**src/rtl/seq_multiplier.sv**
```systemverilog
// seq_multiplier: multi-cycle shift-and-add MULT/MULTU producing the HI/LO product pair
module seq_multiplier #(
  parameter int WIDTH = 32,
  parameter int CNT_W = 6
) (
  input  logic             clk,
  input  logic             rst,
  input  logic             start,
  input  logic             is_signed,
  input  logic [WIDTH-1:0] a,
  input  logic [WIDTH-1:0] b,
  output logic             busy,
  output logic             done,
  output logic [WIDTH-1:0] hi,
  output logic [WIDTH-1:0] lo
);
  localparam logic [1:0] IDLE = 2'd0;
  localparam logic [1:0] RUN  = 2'd1;
  localparam logic [1:0] FIX  = 2'd2;
  localparam logic [CNT_W-1:0] LAST = CNT_W'(WIDTH - 1);
  localparam logic [2*WIDTH-1:0] ONE = {{(2*WIDTH-1){1'b0}}, 1'b1};
  logic [1:0]         state_q, state_d;
  logic [CNT_W-1:0]   cnt_q, cnt_d;
  logic [WIDTH-1:0]   mcand_q, mcand_d, hi_q, hi_d, lo_q, lo_d, abs_a, abs_b;
  logic [2*WIDTH-1:0] acc_q, acc_d, prod;
  logic [WIDTH:0]     sum;
  logic               neg_q, neg_d, done_q, done_d;
  always_comb begin
    abs_a = (is_signed & a[WIDTH-1]) ? -a : a;
    abs_b = (is_signed & b[WIDTH-1]) ? -b : b;
    // The extra sum bit keeps the adder carry so unsigned products never overflow
    sum = {1'b0, acc_q[2*WIDTH-1:WIDTH]} + {1'b0, acc_q[0] ? mcand_q : {WIDTH{1'b0}}};
    prod = neg_q ? (~acc_q + ONE) : acc_q;
    state_d = state_q;
    cnt_d = cnt_q;
    mcand_d = mcand_q;
    acc_d = acc_q;
    neg_d = neg_q;
    hi_d = hi_q;
    lo_d = lo_q;
    done_d = 1'b0;
    case (state_q)
      IDLE: if (start) begin
        state_d = RUN;
        cnt_d = '0;
        mcand_d = abs_a;
        acc_d = {{WIDTH{1'b0}}, abs_b};
        neg_d = is_signed & (a[WIDTH-1] ^ b[WIDTH-1]);
      end
      RUN: begin
        acc_d = {sum, acc_q[WIDTH-1:1]};
        cnt_d = cnt_q + CNT_W'(1);
        state_d = (cnt_q == LAST) ? FIX : RUN;
      end
      FIX: begin
        {hi_d, lo_d} = prod;
        done_d = 1'b1;
        state_d = IDLE;
      end
      default: state_d = IDLE;
    endcase
  end
  always_ff @(posedge clk) begin
    if (rst) begin
      state_q <= IDLE;
      cnt_q <= '0;
      mcand_q <= '0;
      acc_q <= '0;
      neg_q <= 1'b0;
      hi_q <= '0;
      lo_q <= '0;
      done_q <= 1'b0;
    end else begin
      state_q <= state_d;
      cnt_q <= cnt_d;
      mcand_q <= mcand_d;
      acc_q <= acc_d;
      neg_q <= neg_d;
      hi_q <= hi_d;
      lo_q <= lo_d;
      done_q <= done_d;
    end
  end
  assign busy = (state_q != IDLE);
  assign done = done_q;
  assign hi = hi_q;
  assign lo = lo_q;
endmodule

```
**config.mk**
```make
export PLATFORM = sky130hd
export DESIGN_NAME = seq_multiplier
export DESIGN_NICKNAME = d
export VERILOG_FILES = /design/src/rtl/seq_multiplier.sv
export SDC_FILE = /design/constraint.sdc
export NUM_CORES = 1
export LEC_CHECK = 0
export CAP_MARGIN = 30
export CORE_MARGIN = 2
export CORE_UTILIZATION = 30
export DETAILED_ROUTE_END_ITERATION = 8
export GPL_TIMING_DRIVEN = 1
export PLACE_DENSITY = 0.48
export SYNTH_ARGS = -nofsm -noshare
export SYNTH_HDL_FRONTEND = slang
export SYNTH_SLANG_ARGS = --single-unit
```
**constraint.sdc**
```tcl
create_clock -name clk -period 2.8 [get_ports clk]
set_input_delay 0.84 -clock clk [delete_from_list [all_inputs] [get_ports clk]]
set_output_delay 0.84 -clock clk [all_outputs]
set_load 0.1 [all_outputs]
```
== Word level (Yosys, flattened, before mapping) ==
Index checks and enable logic that the tools add are counted.
Word-level totals
  register bits: 170
  input port bits: 68
  output and inout port bits: 66
  logic and storage cells: 39
Operators by class
  $add $sub $neg: 5
  eq/ne operators: 4
  mux-type cells: 12
  bitwise logic cells: 5
  reductions and logical operators: 5
Operators with widths (count)
  64-bit 2-to-1 mux: 2
  64-bit case mux with 2 select lines: 1
  32-bit 2-to-1 mux: 3
  64-bit by 1-bit adder with 64-bit output, second input constant: 1
  32-bit negator: 2
  64-bit inverter: 1
  32-bit by 32-bit adder with 33-bit output: 1
  6-bit case mux with 2 select lines: 1
  6-bit by 1-bit adder with 6-bit output, second input constant: 1
  6-bit by 5-bit == test with 1-bit output, second input constant: 1
  6-bit 2-to-1 mux: 1
  2-bit 2-to-1 mux: 2
  2-bit case mux with 2 select lines: 1
  2-bit AND reduction: 2
  2-bit nonzero test: 2
  1-bit bitwise AND: 3
  2-bit by 1-bit == test with 1-bit output, second input constant: 1
  2-bit == test, second input constant: 1
  2-bit zero test: 1
  2-bit != test, second input constant: 1
  1-bit 2-to-1 mux: 1
  1-bit bitwise XOR: 1

== Logic depth before layout (Yosys ltp) ==
Gate-level depths: netlist of the first run.
  word-level depth: 4
  mapped depth: 13

== Least setup slack after synthesis of the first run ==
Ideal clock, no wire load.
  path type: input -> register
  start: input a[8]
  end: register mcand_q[29]
  setup time: 0.086 ns
  data arrival time: 2.885 ns
  required time: 2.714 ns
  slack: -0.171 ns
  stages: 7
  path buffers: 0
  cell sequence: or4_1 -> or4b_1 -> nor2_2 -> nand3_1 -> o41ai_1 -> xor2_1 -> a211oi_1
Between the ends
  cells in the longest elaborated chain, start to end: 2
RTL lines
  from (decl): line 10  | input logic [WIDTH-1:0] a,
  32-bit negator: line 29  | abs_a = (is_signed & a[WIDTH-1]) ? -a : a;
  32-bit 2-to-1 mux: line 29
  to (signal assigned): line 76  | mcand_q <= mcand_d;
  to (decl): line 24  | logic [WIDTH-1:0] mcand_q, mcand_d, hi_q, hi_d, lo_q, lo_d, abs_a, abs_b;
Every way passes these cells.
A chain may end at the register's enable or synchronous reset.

== Final worst setup path of the first run ==
  start: register acc_q[0]
  end: register acc_q[51]
Between the ends
  cells in the longest elaborated chain, start to end: 3
RTL lines
  from (decl): line 25  | logic [2*WIDTH-1:0] acc_q, acc_d, prod;
  from (signal assigned): line 68  | acc_q <= '0;
  from (signal assigned): line 77  | acc_q <= acc_d;
  32-bit 2-to-1 mux: line 32  | sum = {1'b0, acc_q[2*WIDTH-1:WIDTH]} + {1'b0, acc_q[0] ? mcand_q : {WIDTH{1'b0}}};
  32-bit by 32-bit adder with 33-bit output: line 32
  64-bit case mux with 2 select lines: line 42  | case (state_q)
Every way passes these cells.

==> results of run 1 <==
synthesized netlist by cell type, drive strengths merged, types with 3 or more instances:
library cell / n
a21oi: 63
o41ai: 18
nor2: 161
a311oi: 4
or4: 21
inv: 23
clkbuf: 79
o21ai: 94
o311a: 3
nor2b: 6
and2: 37
a211oi: 64
nand4: 18
buf: 4
a21o: 9
nand3b: 4
xor2: 93
nand2: 112
o31ai: 29
o21bai: 6
dfxtp: 170
nand3: 24
nor3: 24
a222oi: 28
or3: 19
nor4: 12
ha: 36
o21a: 5
and3: 3
o211ai: 6
a31oi: 11
or2: 7
nand2b: 9
xnor2: 45
a22oi: 14
stage by stage:
step	cells	worst slack, ns	cell area [um^2]
after global routing	2032	-0.07259	14530
after floorplan	1293	-0.04681	10430
final	2032	0.03060	14530
after global placement	1991	-0.5291	13400
after CTS	2028	-0.001030	14150
after detailed placement	1991	-0.5447	13400
registers in the layout, summed over array words and instances, names as in the netlist:
name / count
acc_q: 64
hi: 32
lo: 32
mcand_q: 32
cnt_q: 6
state_q: 2
done: 1
neg_q: 1
layer usage:
| layer | vias to the layer above | track usage (%) | wire length [um] |
|---|---|---|---|
| li1 | 5304 | - | - |
| met1 | 4868 | 29.21 | 18060 |
| met2 | 272 | 26.74 | 14230 |
| met3 | 16 | 2.380 | 1720 |
| met4 | 0 | 3.965 | 269 |
| met5 | - | 0 | 0 |
worst min path at each step:
stage / startpoint / cells past startpoint / slack (ns) / to
floorplan: mcand_q[23]$_SDFFE_PP0P_ / 2 / 0.43 / mcand_q[23]$_SDFFE_PP0P_
global placement: mcand_q[28]$_SDFFE_PP0P_ / 2 / 0.44 / mcand_q[28]$_SDFFE_PP0P_
detailed placement: hi[16]$_SDFFE_PP0P_ / 2 / 0.45 / hi[16]$_SDFFE_PP0P_
CTS: mcand_q[31]$_SDFFE_PP0P_ / 2 / 0.46 / mcand_q[31]$_SDFFE_PP0P_
global route: mcand_q[28]$_SDFFE_PP0P_ / 2 / 0.48 / mcand_q[28]$_SDFFE_PP0P_
finish: hi[22]$_SDFFE_PP0P_ / 2 / 0.45 / hi[22]$_SDFFE_PP0P_
what timing repair did:
action	4_1_cts	5_1_grt
resized for setup	36	69
buffers inserted	5	4
setup endpoints to repair	28	51
pin swaps	15	29
layout make-up:
type                       count  area [um^2]
timing repair buffer         335         2793
tap                          455        569.3
clock inverter                15        155.1
clock buffer                  17        425.4
fill                        3468        19760
inverter                      23        86.33
sequential                   170         3408
multi-input combinational   1017         7092
worst max-delay path: stages, from the launching register on:
cell,delay [ns]
dfxtp_4,0.38
buf_6,0.13
and2_4,0.17
ha_4,0.16
inv_2,0.05
fa_2,0.20
nor2b_2,0.05
o2111a_1,0.27
o211a_4,0.29
a211o_4,0.36
a31oi_4,0.25
buf_6,0.14
xor2_2,0.12
o21ai_1,0.08
placed cells by master (no fill, tap or decap), types with 8 or more instances in the layout:
master           netlist  routed
a211oi_1              64      61
a21o_1                 9       9
a21oi_1               63      61
a222oi_1              28      28
a22oi_1               14      13
a31oi_1               11       9
and2_1                37      31
buf_4                  0     257
clkbuf_16              0      17
clkdlybuf4s50_1        0      59
dfxtp_1              170     168
ha_1                  36      27
ha_4                   0       9
inv_1                 23      22
nand2_1              112     108
nand2b_1               9       9
nand3_1               23      21
nand4_1               17      17
nor2_1               160     157
nor3_1                22      16
nor4_1                12       9
o21ai_0               91      84
o21ai_1                3       8
o31ai_1               29      21
o41ai_1               14      11
or3_1                 18      16
or4_1                 18      12
or4_4                  3       9
xnor2_1               45      44
xor2_1                93      92
power breakdown:
group | switching, mW | internal (mW)
Sequential | 0.0785 | 2.50
Clock | 1.19 | 1.19
Combinational | 0.639 | 0.534
Total | 1.90 | 4.22
kinds of logic (layout without fill, tap and decap cells):
kind of cell,Yosys count,in the layout,synth area share [%]
compound gates,373,373,24.69
mux,3,3,0.3133
flops,170,170,32.77
fa+ha+maj,37,37,4.531
simple gates,466,466,22.20
buf+inv,106,390,3.856
xor+xnor,138,138,11.64
==> impl_results.md, run 1 <==
- FF-to-FF Start: acc_q[0]$_SDFFE_PP0P_
- Final Hold Vio Count: 0
- Final Critical Period: between 2 and 3 ns
- Setup crit start kind: flip-flop
- Initial antenna violation count: 0
- Core area: roughly 0.034 mm^2
- Worst Clk Skew: between 0.015 and 0.02 ns
- EDFF count, synth: 0
- Leading area contributor after synthesis: dfxtp_1
- # rows: between 60 and 70
- Htree depth: 4
- Routed len/inst: roughly 17 um
- CTS root buf: clkbuf_16
- Clk slew on worst S/H paths: around 0.080 ns
- Number of diodes: 0
- Critical path class: flip-flop to flip-flop
- Rel. slew slack: a little over two fifths
- Worst r2r path cells: 13
- DRT antenna net count: 0
- IO Port Bufs: roughly 130
- Final Cycle Share: between 90% and 100%
- Num Clock Sinks: 170
- DR vias: about 10000
- Final core utilization: ~42%
- Post-synthesis cell type count: 71
- Setup-failing EPs final: 0
- Worst r2r dst: acc_q[51]$_SDFFE_PP0P_
- Setup TNS: 0 ns
- CTS tree: yes
- GRT overflow: 0
- First-pass DRT Iterations: 6
- Leakage: ~5.8 nW
- Syn Std Cell Area: 0.01038 mm^2
- Largest net degree at the start of global routing: between 70 and 80
- Worst-path fanout max: 6
- Setup crit start: acc_q[0]$_SDFFE_PP0P_
- Hold Buf Count CTS: 0
- IO Pins: ~130
- Most used DFF post-synth: dfxtp_1
- Syn Area/Cell: between 8 and 9 um^2
- Total wire length: around 34000 um
- Clock tree buffer depth: 2
- Final HPWL DP: ~26000 um
- Synth Instances: ~1300
- Via/cell ratio: 5.148
- VDD IR max: 0.0003954 V
- Critical path capture point type: flip-flop
- Register bit total from synthesis: 170
- Hold slack: about 0.45 ns
- Maxcap violations: 0
- Layout cells sized above 1: 25.75%
- Initial Util: between 30% and 40%
- Peak Freq: approximately 360 MHz
- Height of the die: approximately 190 um
- Overall power: 6.125 mW
- Skew-Pair Late Insertion Delay: between 0.4 and 0.5 ns
- Share of Yosys cell area claimed by the top area cell type: ~33%
- RSZ-0062 raised after global routing: yes
- Area delta synth->final: 39.92%
- Total GRT Usage: a little under a fifth
- CP endpoint: acc_q[51]$_SDFFE_PP0P_
- Outcome: completed
- Internal reg-to-reg setup slack: just over 0.03 ns
- PD cells: around 420 mW/mm^2
- Asr flop ratio synth: 0%
- Gpl congestion: between 0.8 and 0.9
- Number of global-route vias before repair: 9800
- Final slew viol count: 0
- HP Class: flip-flop to flip-flop
- Syn nets: 1398
- First-pass GRT wire length: about 54000 um
- Post-route DRC: 0
- Worst Path Arrival: between 3 and 4 ns
- Initial DRC Count: around 730
- Worst-Margin Slew: ~0.87 ns
- Yosys warnings: 0
- Full die area: ~0.036 mm^2
- Post-synthesis sequential area ratio: 32.78%
- Worst Path Required: roughly 3.1 ns
- Ranking of synthesized cells by area: dfxtp_1 33%, xor2_1 7.8%, nor2_1 5.8%
- Die W: 190.0 um
- CTS buffer count: 17
- Layout net count: 1669
No activity file was read; power rests on OpenSTA's default activity.
==> run 2: changes to the inputs <==
- CTS_CLUSTER_SIZE: unset -> 14
==> results of run 2 <==
Final layout, timing and power as in run 1 (identical DEF).
==> RTL edit 1 (flow settings as in run 2) <==
Make the reset (`rst`) asynchronous in one clocked block.
--- a/src/rtl/seq_multiplier.sv
+++ b/src/rtl/seq_multiplier.sv
@@ -61,5 +61,5 @@
     endcase
   end
-  always_ff @(posedge clk) begin
+  always_ff @(posedge clk or posedge rst) begin
     if (rst) begin
       state_q <= IDLE;
Behaviour: differs if rst is asserted again (counterexample within 4 cycles, from zero or initial values and one cycle with rst high); with rst held inactive, the same outputs for 10 cycles.
==> RTL edit 1 against run 2 <==
- first-iteration DRC count shrank 23%
- sequential cell count is the same
- worst hold slack gained 0.024 ns
- wire length grew 5.6%
- design area grew 6.7%
- count of clock-buffer cells in the layout grew 2
- synthesized area grew 5.9%
- non-clock buffer count grew 33
- global-route usage grew 0.19 points
- core utilization grew 0.28 points
- setup slack lost 0.012 ns
Power is not compared: it rests on default switching activity, and its combinational part moved more than twofold at a synthesized area within 25%.
==> RTL edit 1: results (changes against run 2) <==
[logic_synthesis]
yosysSeqAreaShare_pct=38.68  ; +5.9 points
ys_warn_count=0  ; unchanged
synth_fp_nets=1400  ; +0.14%
yosys-top-cells-count=nand2_1 (199), o21ai_0 (181), dfrtp_1 (170)
async_flop_share_pct=100.0  ; +100 points
synth_cell_types=68  ; -4.2%
synthTopCellsByArea=dfrtp_1 (39%), o21ai_0 (8.2%), xor2_1 (7.4%)
syn_inst=1295  ; +0.15%

[clock_tree]
clock_latency_ns=0.44
clk_pin_slew_ns=0.07
cts.path.max_buffers=2  ; unchanged
htreeDepth=4  ; unchanged
cts_root_buf=clkbuf_16
cts_buffers=17  ; unchanged

[worst_setup_path]
cp_data_arrival_time_ns=3.11  ; about the same
path_max_fanout=14  ; +8
critPathLaunch=acc_q[0]

[grt]
antenna_found_initial=0  ; unchanged
grt_max_degree=123  ; +56%
grt_pass1_vias=10190  ; +3.9%
grt_pass1_wl_mm=56.57  ; +5.3%
grtUsageTotal_pct=18.82  ; +0.19 points

[routing]
firstDrtPassIters=5  ; -1
vias=10530  ; +0.63%
drt_iter0_drc=558  ; -23%
wl_mm=36.19  ; +5.6%
wire_per_inst_microns=17.32  ; +2.7%

[finish]
drive_above_1_share_pct=26.82  ; +1.1 points
top_register=acc_q
largest_register_ffs=64  ; unchanged
fillerInstances=3617  ; +4.3%
diodes=0  ; unchanged
fin_nets=1716  ; +2.8%

[min_path]
hold_path.class=flip-flop to flip-flop
min_from=mcand_q[25]

[timing]
finClkSkew_ns=0.01026  ; -0.005854 ns
min_period_over_period_pct=99.33  ; +0.42 points
worst_slew_pin_slew_ns=0.7384  ; -0.1350 ns

[power_and_ir_drop]
leakagePower_nw=6.610
ir_drop_v=0.0005584

[place]
dp.cells=2049  ; +2.9%
port-buffer-count=133  ; unchanged
dpl.hpwl_mm=28.47  ; +8.8%
gp_routability_congestion=0.8567  ; -0.12%

[run_status]
status=completed

[RTL edit 1: repair_timing]
item | CTS | global route
resized for setup | 25 | 76
setup endpoints to repair | 23 | 36
pin swaps | 14 | 31
setup buffers | 5 | 5
cloned | 0 | 1
[RTL edit 1: critical path, cell delays in order (launching register included)]
cell and delay (ns):
dfrtp_2 0.43, buf_12 0.16, and2_4 0.15, ha_4 0.20
a21o_1 0.21, a221oi_4 0.30, nor2_4 0.07, buf_6 0.12
o21a_1 0.21, o211a_1 0.25, or3_1 0.31, a32o_1 0.25
[RTL edit 1: final cells by class]
class,count,area [sq um],area share (%)
tap,468,585.6,3.777
inverter,26,101.3,0.6538
timing repair buffer,368,3105,20.03
clock buffer,19,432.9,2.793
clock inverter,11,115.1,0.7425
sequential,170,4257,27.46
multi-input combinational,1028,6905,44.54
[RTL edit 1: layer usage]
metal / GRT usage (%) / up-vias / wire length, microns / part of all wire, %
met5: 0 / - / 0 / 0
met4: 4.439 / 0 / 450 / 1.2
met3: 2.729 / 26 / 1411 / 3.9
met2: 27.99 / 211 / 15340 / 42
met1: 28.53 / 5005 / 18990 / 52
li1: - / 5284 / - / -
[RTL edit 1: path summary, 6_finish.rpt]
kind | to | slack [ns] | cells after the start
max reg2reg | acc_q[61] | 0.02 | 11
min | mcand_q[25] | 0.48 | 2
min reg2reg | mcand_q[25] | 0.48 | 2
min in group asynchronous | lo[8] | 0.88 | 2
max | acc_q[61] | 0.02 | 11
max in group asynchronous | acc_q[18] | 1.31 | 3
[RTL edit 1: through the flow]
step	TNS [ns]	power [mW]	worst slack (ns)	instance area [sq um]
after floorplan	-35.48	9.359	-0.2087	11010
after global placement	-8.480	12.95	-0.5833	14340
after detailed placement	-9.791	13.04	-0.5847	14340
after CTS	-0.1571	15.57	-0.06999	15050
after global routing	-0.2919	17.56	-0.06722	15500
final	0	16.29	0.01879	15500
[RTL edit 1: power breakdown]
group / switching [mW] / leakage, nW / internal (mW)
combinational: 5.18 / 4.19 / 4.48
sequential: 1.01 / 2.17 / 3.33
clock: 1.06 / 0.254 / 1.23
total: 7.25 / 6.61 / 9.04
[RTL edit 1: kinds of logic after synthesis]
kind of cell	count (synthesis)	share of synthesized area (%)
and+or+nand+nor	437	19.41
muxes	5	0.4550
buffers and inverters	97	3.401
xor gates and xnor gates	140	11.15
adders and majority gates	37	4.277
AOI/OAI and AO/OA	409	22.64
DFF	170	38.68
==> RTL edit 2 (flow settings as in run 2) <==
Without the edit above. The parameter `CNT_W` goes from 6 to 8.
--- a/src/rtl/seq_multiplier.sv
+++ b/src/rtl/seq_multiplier.sv
@@ -2,5 +2,5 @@
 module seq_multiplier #(
   parameter int WIDTH = 32,
-  parameter int CNT_W = 6
+  parameter int CNT_W = 8
 ) (
   input  logic             clk,
Formal check against the unedited RTL: no difference found for any inputs over 10 cycles, from zero or initial values and one cycle with rst high; that may be too few to reach the edited logic, so the function may still have changed.
==> RTL edit 2 against run 2 <==
- sequential share of layout area grew 0.54 points
- wire length shrank 6.7%
- sequential cell count grew 2
- power grew 4.0%
- design area shrank 1.2%
- core utilization grew 0.24 points
- worst hold slack lost 0.0049 ns
- fmax grew 0.31%
- non-clock buffer count is the same
- synthesized area shrank 0.83%
- setup slack gained 0.0085 ns
- final cell count grew 0.59%
- critical endpoint is now acc_q[61]
==> RTL edit 2: results (changes against run 2) <==
[timing]
finClkSkew_ns=0.01322  ; -0.002894 ns
relSlewSlack_pct=53.55  ; +12 points

[grt]
grtUsageTotal_pct=17.53  ; -1.1 points
grt_pass1_vias=9239  ; -5.7%
grt_pass1_wl_mm=50.23  ; -6.5%
antenna_found_initial=0  ; unchanged
grt_max_degree=93  ; +18%

[logic_synthesis]
synth_cell_types=65  ; -8.5%
async_flop_share_pct=0  ; unchanged
synth_flop_cell=dfxtp_1
yosysSeqAreaShare_pct=33.44  ; +0.66 points
ys_warn_count=0  ; unchanged
yosys-top-cells-count=dfxtp_1 (172), nand2_1 (162), nor2_1 (134)
synth_fp_nets=1409  ; +0.79%
synthTopCellsByArea=dfxtp_1 (33%), xor2_1 (8.6%), nand2_1 (5.9%)

[clock_tree]
clk_pin_slew_ns=0.07
cts_root_buf=clkbuf_16
cts.path.max_buffers=2  ; unchanged
cts_buffers=17  ; unchanged
htreeDepth=4  ; unchanged
clock_latency_ns=0.44

[routing]
firstDrtPassIters=4  ; -2
dr_wl_met3_mm=1.283  ; -25%
wire_per_inst_microns=15.64  ; -7.3%
wl_met2_mm=12.67  ; -11%
drt-met1-wl_mm=17.74  ; -1.7%
drt_iter0_drc=728  ; -0.14%
via_per_inst=4.878  ; -5.2%
maxUsedRoutingLayer=met4

[finish]
largest_register_ffs=64  ; unchanged
top_register=acc_q
drive_above_1_share_pct=24.56  ; -1.2 points
fin_nets=1688  ; +1.1%
diodes=0  ; unchanged

[place]
dpl.hpwl_mm=24.82  ; -5.1%
gp_routability_congestion=0.8529  ; -0.56%
dp_slack_ns=-0.5880  ; -0.04321 ns
port-buffer-count=133  ; unchanged

[worst_setup_path]
path_max_fanout=3  ; -3
cp_data_arrival_time_ns=3.09  ; about the same
crit_path_max_incr_delay_ns=0.43  ; +0.05 ns
cp_slowest_cell=a2111o_1

[min_path]
hold_path.class=flip-flop to flip-flop

[run_status]
status=completed

[power_and_ir_drop]
ir_drop_v=0.0003831  ; -3.1%
switching_share_pct=28.94  ; -2.2 points
leakagePower_nw=5.922  ; +2.7%

[RTL edit 2: cell count changes after synthesis, sizes merged, moves of 8 or more]
cell,delta
clkbuf,-11
nor2,-27
a21oi,+33
xor2,+8
a21o,+10
a22oi,+24
or3,-8
or4,-8
a222oi,-28
a211oi,-8
nand2,+50
[RTL edit 2: worst paths after layout]
path / from / slack (ns) / cells after the start / end
worst max-delay path: acc_q[0] / 0.04 / 12 / acc_q[61]
worst min-delay path: hi[14] / 0.45 / 2 / hi[14]
worst max register to register: acc_q[0] / 0.04 / 12 / acc_q[61]
worst min register to register: hi[14] / 0.45 / 2 / hi[14]
[RTL edit 2: power by group through the flow]
stage	registers, mW	clock network (mW)	logic [mW]
floorplan	2.66	0	0.629
global placement	2.66	0	1.16
detailed placement	2.67	0	1.17
CTS	2.61	2.60	1.19
global route	2.63	2.69	1.35
finish	2.61	2.52	1.23
[RTL edit 2: critical path: cells and delay by family, from the launching register on]
family / cells / cell delay, ns
AOI/OAI and AO/OA: 3 / 0.84
adders and majority gates: 2 / 0.53
buffers and inverters: 1 / 0.07
DFF: 1 / 0.38
muxes: 1 / 0.22
and+or+nand+nor: 5 / 0.61
[RTL edit 2: stage by stage]
stage / power (mW) / cells / util, % / area, sq um / hold slack (ns)
global placement: 3.824 / 2006 / 39.35 / 13260 / 0.4348
floorplan: 3.288 / 1304 / - / 10300 / 0.4317
detailed placement: 3.835 / 2006 / 39.35 / 13260 / 0.4453
global route: 6.661 / 2044 / 42.62 / 14360 / 0.4696
finish: 6.368 / 2044 / 42.62 / 14360 / 0.4472
CTS: 6.399 / 2038 / 41.51 / 13990 / 0.4550
[RTL edit 2: final cells by class]
| type | instances | area (sq um) |
|---|---|---|
| clock inverters | 13 | 181.4 |
| repair buffers | 335 | 2719 |
| well taps | 448 | 560.5 |
| fillers | 3496 | 19340 |
| multi-input cells | 1036 | 6942 |
| inverters | 21 | 78.83 |
| flip-flops and latches | 172 | 3447 |
| clock buffers | 19 | 432.9 |
[RTL edit 2: repair_timing]
item / CTS / global route
buffers inserted: 1 / 6
gates resized for setup: 28 / 70
setup endpoints to repair: 28 / 41
pin swaps: 9 / 31
[RTL edit 2: cells by family after synthesis]
family / after synthesis / synth area share, %
compound gates: 385 / 24.17
xor+xnor: 147 / 12.50
fa+ha+maj: 37 / 4.569
buf+inv: 96 / 3.499
flops: 172 / 33.44
mux: 3 / 0.2916
simple gates: 464 / 21.53
[RTL edit 2: per-layer routing]
metal,global-route usage [%],up-vias
li1,-,5223
met1,27.90,4541
met2,23.84,191
met3,3.188,16
met4,3.906,0
met5,0,-
